[src/rtl/uart_rx_bit_timer.sv]
// Oversampling bit/frame timer for the UART receive path: edge and bit counters plus sample,
// bit-boundary and end-of-frame decodes. Define UART_RX_SAMPLE3_EN for triple-sample (majority) strobes.
module uart_rx_bit_timer #(
    parameter int PRESC_W    = 6,
    parameter int BITCNT_W   = 4,
    parameter int START_SKIP = 3
) (
    input  logic                CLK,
    input  logic                RST,
    input  logic                enable,
    input  logic [PRESC_W-1:0]  Prescale,
    input  logic [BITCNT_W-1:0] frame_bits,
    output logic [PRESC_W-1:0]  edge_cnt,
    output logic [BITCNT_W-1:0] bit_cnt,
    output logic                sample_stb,
    output logic [1:0]          sample_idx,
    output logic                bit_done,
    output logic                frame_done,
    output logic                busy,
    output logic [1:0]          state_dbg
);

    typedef enum logic [1:0] {
        IDLE  = 2'd0,
        COUNT = 2'd1,
        HOLD  = 2'd2
    } state_t;

    localparam logic [PRESC_W-1:0]  PRESC_MIN = PRESC_W'(8);
    localparam logic [BITCNT_W-1:0] NBITS_MIN = BITCNT_W'(2);
    localparam logic [PRESC_W-1:0]  SKIP_LD   = PRESC_W'(START_SKIP);

    state_t              state, state_next;
    logic [PRESC_W-1:0]  presc_q;
    logic [BITCNT_W-1:0] nbits_q;
    logic [PRESC_W-1:0]  presc_clamped;
    logic [BITCNT_W-1:0] nbits_clamped;
    logic [PRESC_W-1:0]  mid;
    logic                last_edge;
    logic                last_bit;

    // Clamping keeps presc_q-1 and nbits_q-1 from underflowing.
    assign presc_clamped = (Prescale < PRESC_MIN) ? PRESC_MIN : Prescale;
    assign nbits_clamped = (frame_bits < NBITS_MIN) ? NBITS_MIN : frame_bits;

    assign mid       = presc_q >> 1;
    assign last_edge = (edge_cnt == presc_q - 1'b1);
    assign last_bit  = (bit_cnt == nbits_q - 1'b1);
    assign state_dbg = state;

    // State register, counters and per-frame latches.
    always_ff @(posedge CLK) begin
        if (!RST) begin
            state    <= IDLE;
            edge_cnt <= '0;
            bit_cnt  <= '0;
            presc_q  <= PRESC_MIN;
            nbits_q  <= NBITS_MIN;
        end else begin
            state <= state_next;
            if (!enable) begin
                edge_cnt <= '0;
                bit_cnt  <= '0;
            end else begin
                case (state)
                    IDLE: begin
                        edge_cnt <= SKIP_LD;
                        bit_cnt  <= '0;
                        presc_q  <= presc_clamped;
                        nbits_q  <= nbits_clamped;
                    end
                    COUNT: begin
                        if (last_edge) begin
                            edge_cnt <= '0;
                            bit_cnt  <= last_bit ? '0 : bit_cnt + 1'b1;
                        end else begin
                            edge_cnt <= edge_cnt + 1'b1;
                        end
                    end
                    default: begin
                        edge_cnt <= '0;
                        bit_cnt  <= '0;
                    end
                endcase
            end
        end
    end

    // Dropping enable wins over every other transition, including the frame wrap.
    always_comb begin
        state_next = state;
        if (!enable) begin
            state_next = IDLE;
        end else begin
            case (state)
                IDLE:    state_next = COUNT;
                COUNT:   state_next = (last_edge && last_bit) ? HOLD : COUNT;
                HOLD:    state_next = HOLD;
                default: state_next = IDLE;
            endcase
        end
    end

    // Decodes are taken straight from registered state so they line up with the counters.
    always_comb begin
        busy       = (state == COUNT);
        bit_done   = busy && last_edge;
        frame_done = bit_done && last_bit;
        sample_stb = 1'b0;
        sample_idx = 2'd0;
`ifdef UART_RX_SAMPLE3_EN
        if (busy) begin
            if (edge_cnt == mid - 1'b1) begin
                sample_stb = 1'b1;
                sample_idx = 2'd0;
            end else if (edge_cnt == mid) begin
                sample_stb = 1'b1;
                sample_idx = 2'd1;
            end else if (edge_cnt == mid + 1'b1) begin
                sample_stb = 1'b1;
                sample_idx = 2'd2;
            end
        end
`else
        if (busy && edge_cnt == mid) begin
            sample_stb = 1'b1;
        end
`endif
    end

endmodule

[config.mk]
export PLATFORM = sky130hd
export DESIGN_NAME = uart_rx_bit_timer
export DESIGN_NICKNAME = d
export VERILOG_FILES = /design/src/rtl/uart_rx_bit_timer.sv
export SDC_FILE = /design/constraint.sdc
export NUM_CORES = 1
export LEC_CHECK = 0
export BUFFER_PORTS_ARGS = -buffer_cell sky130_fd_sc_hd__buf_2
export CELL_PAD_IN_SITES_DETAIL_PLACEMENT = 0
export CELL_PAD_IN_SITES_GLOBAL_PLACEMENT = 1
export CORE_ASPECT_RATIO = 0.8
export CORE_UTILIZATION = 34
export DETAILED_ROUTE_END_ITERATION = 10
export PLACE_DENSITY_LB_ADDON = 0.1
export SETUP_SLACK_MARGIN = 0.1
export SKIP_CTS_REPAIR_TIMING = 1
export SYNTH_ARGS = -nofsm -noshare
export SYNTH_HDL_FRONTEND = slang
export SYNTH_SLANG_ARGS = --single-unit
[constraint.sdc]
create_clock -name CLK -period 1.6 [get_ports CLK]
set_input_delay 0.32 -clock CLK [delete_from_list [all_inputs] [get_ports CLK]]
set_output_delay 0.32 -clock CLK [all_outputs]
set_load 0.005 [all_outputs]
======== Word-level counts from Yosys, hierarchy flattened ========
Index checks and enable logic that the tools add are counted.
operators by class
  add/subtract/negate cells ............... 4
  multipliers ............................. 0
  divide/modulo/power cells ............... 0
  magnitude comparators ................... 2
  equal/unequal tests ..................... 5
  shift-type cells ........................ 0
  multiplexer cells ....................... 8
  bitwise gates (word level) .............. 0
  reduce and logical (&&, ||, !) cells .... 8
operators by type and width
  operator             count
  $mux 6               2
  $pmux 6 s2           1
  $mux 4               2
  $add 6x1->6 const B  1
  $eq 6x5->1           1
  $eq 6x6->1           1
  $lt 6x4->1 const B   1
  $pmux 2 s3           1
  $sub 6x1->6 const B  1
  $add 4x1->4 const B  1
  $eq 4x4->1           1
  $logic_and 1x1->1    4
  $lt 4x2->1 const B   1
  $reduce_and 2->1     2
  $sub 4x1->4 const B  1
  $reduce_and 3->1     1
  $eq 2x1->1 const B   1
  $eq 2x2->1 const B   1
  $logic_not 2->1      1
  $mux 2               1
  $mux 1               1
storage, ports and cells
  bits in registers ....................... 22
  latch bits .............................. 0
  RAM bits ................................ 0
  bits in read-only memories .............. 0
  input bits .............................. 13
  output and inout bits ................... 18
  logic and storage cells ................. 32
  memories ................................ 0

======== Logic depth before layout (Yosys ltp) ========
  word-level depth ........................ 5
  gate-level depth with buffers ........... 8
  mapped depth without buffers ............ 7

======== Worst setup path after synthesis ========
Ideal clock, no wire load.
  kind .................................... reg2out
  start ................................... register presc_q[0]
  end ..................................... output port frame_done
  data arrival time ....................... 1.540 ns
  required time ........................... 1.280 ns
  path slack .............................. -0.260 ns
  stages on the path, launching flop included .. 8
  path buffers ............................ 1
  cells stage by stage .................... dfxtp_1 inv_1 ha_1 xnor2_1 nor2_1 o2111ai_1 buf_2 nor4_1
on the way
  cells in the longest elaborated chain, start to end .. 4
ends and longest elaborated chain
  item                    line  text
  start, declared         34    logic [PRESC_W-1:0] presc_q;
  start signal, assigned  69    presc_q <= presc_clamped;
  $sub 6x1->6             47    assign last_edge = (edge_cnt == presc_q - 1'b1);
  $eq 6x6->1              47
  $logic_and 1x1->1       107   bit_done = busy && last_edge;
  $logic_and 1x1->1       108   frame_done = bit_done && last_bit;
  end, declared           18    output logic frame_done,
No other way between the ends.

======== Worst setup path after layout ========
  start ................................... register presc_q[1]
  end ..................................... register bit_cnt[0]
on the way
  cells in the longest elaborated chain, start to end .. 2
ends and longest elaborated chain
  item                  line  text
  $sub 6x1->6           47
  $eq 6x6->1            47
  end signal, assigned  75    bit_cnt <= last_bit ? '0 : bit_cnt + 1'b1;
  end, declared         14    output logic [BITCNT_W-1:0] bit_cnt,
No other way between the ends.
A chain may end at the register's enable or synchronous reset.

==> qor.txt <==
Status = finished, violations left
Failing checks = setup timing
CTS Root Cell = clkbuf_8
# Max-Cap Violations = 0
Layout net count = 227
Synth area leader = dfxtp_1
Avg WL per Cell = 14.1 um
Final hold vios = 0
Core area = 0.00349 sq mm
Antenna violations before repair = 0
I/O pin total = 31
Post-synth EDFFs = 0
Crit-path leading delay family = simple AND/OR/NAND/NOR gates
Critical path buffers and inverters = 3
Worst min path class = input pin to flip-flop
Worst Setup Start Kind = flip-flop
Post-Synth Adder-Cell Area = 3.96%
CP required = 1.80 ns
Area grow syn2layout = 54.0%
RSZ-0062 raised after global routing = yes
Final WL = 3.55 mm
Total grt overflow = 0
Min-Delay Startpoint = Prescale[1]
Finished Cell Area = 0.00195 sq mm
Reg2reg setup slack = -0.50 ns
Worst path slowest cell = or4b_1
Crit Path Class = flip-flop to flip-flop
Peak supply drop = 0.505 mV
Commonest non-fill, non-tap cells in the layout = 28 x buf_2, 23 x buf_4, 14 x nand2_1
Synth warn = 0
Hpwl dp = 2.51 mm
Commonest register cell after synthesis = dfxtp_1
Share of layout cells above drive strength 1 = 49.3%
Launch point of the worst reg-to-reg path = presc_q[1]
DRT Pass-1 Iters = 4
Placer Congestion = 0.826
Synth Area in Compound Gates = 15.8%
Synth Instances = 157
Final setup skew = 0.00379 ns
Clock buffer depth = 2
FMAX = 476 MHz
Main combinational cell family by area after synthesis = simple AND/OR/NAND/NOR gates
Tmin final = 2.10 ns
Total GRT Usage = 17.2%
DRC Markers = 0
Input/output buffers = 28
Area after DPL = 0.00163 sq mm
Fin crit share = 131%
Die W = 70.2 um
Crit path largest cell delay = 0.47 ns
Num rows = 19
Chip Height = 56.6 um
First-pass GRT wire length = 5.26 mm
Total clock sinks = 22
Full die area = 0.00397 sq mm
PD cells = 725 mW/mm^2
Post-synthesis register bit count = 22
Vias in the first global route = 1110
Static leakage = 0.821 nW
Setup TNS = -2.70 ns
Post-synthesis mux area share = 0%
Num CTS Buffers = 3
# diodes = 0
Mapped Area = 0.00126 sq mm
WHS Endpoint = presc_q[1]
Synth Area in XOR/XNOR = 14.5%
CP most frequent cell = buf_4
Commonest non-fill, non-tap cell in the layout = buf_2
Post-Synth Simple-Gate Area = 24.2%
FF-to-FF End = bit_cnt[0]
Critical Path Sink Type = flip-flop
Worst skew pair latency = 0.27 ns
Initial DRC Count = 51
H-tree level count = 1
Mean Syn Cell Area = 8.06 sq um
Sequential area share after synthesis = 34.8%
Largest net degree at the start of global routing = 14
Top cells by area, synth = dfxtp_1 35%, xnor2_1 8.3%, xor2_1 6.2%, nor3_1 4.7%, nand2_1 4.5%
Via count = 1267
Vias per cell = 5.05
Post-synth top area share = 34.8%
Critical path arrival = 2.30 ns
ANT nets after route = 0
Post-synth cell types = 34
Ys async rst share = 0%
Worst r2r path cells = 9
Initial core utilization = 36.2%
Cell Chain, Critical Path = inv_2, ha_4, xnor2_2, nor2_2, o2111ai_4, buf_4, buf_4, or4b_1, a21oi_1
Crit Path Max Fanout = 6
Setup violations, final = 15
Reg clk slew, reported paths = 0.09 ns
PnR worst setup slack = -0.499 ns
CTS tree = yes
Max-slew violations = 0
Hold path cells = 3
[worst reg2reg max path: stages (launching register included)]
cell and delay, ns:
dfxtp_2 0.35, inv_2 0.05, ha_4 0.23, xnor2_2 0.13, nor2_2 0.15, o2111ai_4 0.18
buf_4 0.18, buf_4 0.12, or4b_1 0.47, a21oi_1 0.17
[through the flow]
step           hold slack, ns  setup WS, ns  std cells  utilization (%)  power (W)
6_report                0.304        -0.499        251             55.7    0.00141
5_1_grt                 0.316        -0.589        251             55.7    0.00147
4_1_cts                 0.304        -0.536        247             48.7    0.00135
3_5_place_dp            0.490        -0.311        243             46.7   0.000813
3_3_place_gp            0.474        -0.269        243             46.7   0.000808
2_1_floorplan           0.455        -0.132        158                -   0.000729
[cells by family after synthesis]
group                    after synthesis
other                                  1
buffers and inverters                 18
AND/OR/NAND/NOR                       61
XOR/XNOR                              21
AO/OA/AOI/OAI                         30
adder cells (fa/ha/maj)                4
flip-flops                            22
[synth_stat cells (3+ instances only)]
| library cell | count |
|---|---|
| a21boi_0 | 5 |
| a21oi_1 | 7 |
| a22oi_1 | 3 |
| buf_2 | 4 |
| clkbuf_1 | 4 |
| dfxtp_1 | 22 |
| ha_1 | 4 |
| inv_1 | 8 |
| nand2_1 | 15 |
| nand2b_1 | 4 |
| nand3_1 | 4 |
| nor2_1 | 12 |
| nor2b_1 | 3 |
| nor3_1 | 12 |
| o21ai_0 | 5 |
| o2bb2ai_1 | 3 |
| xnor2_1 | 12 |
| xor2_1 | 9 |
[power breakdown]
part	switching [W]	total [W]	internal, W	leakage (nW)
Combinational	0.000143	0.000288	0.000145	0.603
Clock	0.000203	0.000537	0.000335	0.0357
Sequential	0.0000201	0.000586	0.000566	0.183
Total	0.000366	0.00141	0.00105	0.821
[worst max path at each step]
stage	slack [ns]	to	from	cells after the start
3_5_place_dp	-0.31	bit_cnt[2]	presc_q[0]	8
3_3_place_gp	-0.27	bit_cnt[1]	presc_q[0]	7
4_1_cts	-0.54	frame_done	presc_q[0]	7
2_1_floorplan	-0.13	bit_cnt[0]	presc_q[0]	7
6_report	-0.50	bit_cnt[0]	presc_q[1]	9
5_1_grt	-0.59	bit_cnt[0]	presc_q[1]	9
[sequential cells by signal, indices dropped and copies added, names as in the netlist]
name,count
bit_cnt,4
nbits_q,4
presc_q,6
state_dbg,2
edge_cnt,6
[layout make-up]
| cell class | count | area [sq um] |
|---|---|---|
| clock buffers | 3 | 41.3 |
| clock inverters | 1 | 30.0 |
| fillers | 326 | 1550 |
| inverters | 8 | 30.0 |
| multi-input cells | 118 | 956 |
| flip-flops and latches | 22 | 458 |
| well taps | 42 | 52.6 |
| repair buffers | 57 | 380 |
[metal layers]
metal	routed length, um	track usage [%]
met5	0	0
met1	1710	23.0
met3	136	3.77
met2	1650	27.5
met4	51	5.43
(Power assumes the default switching activity.)
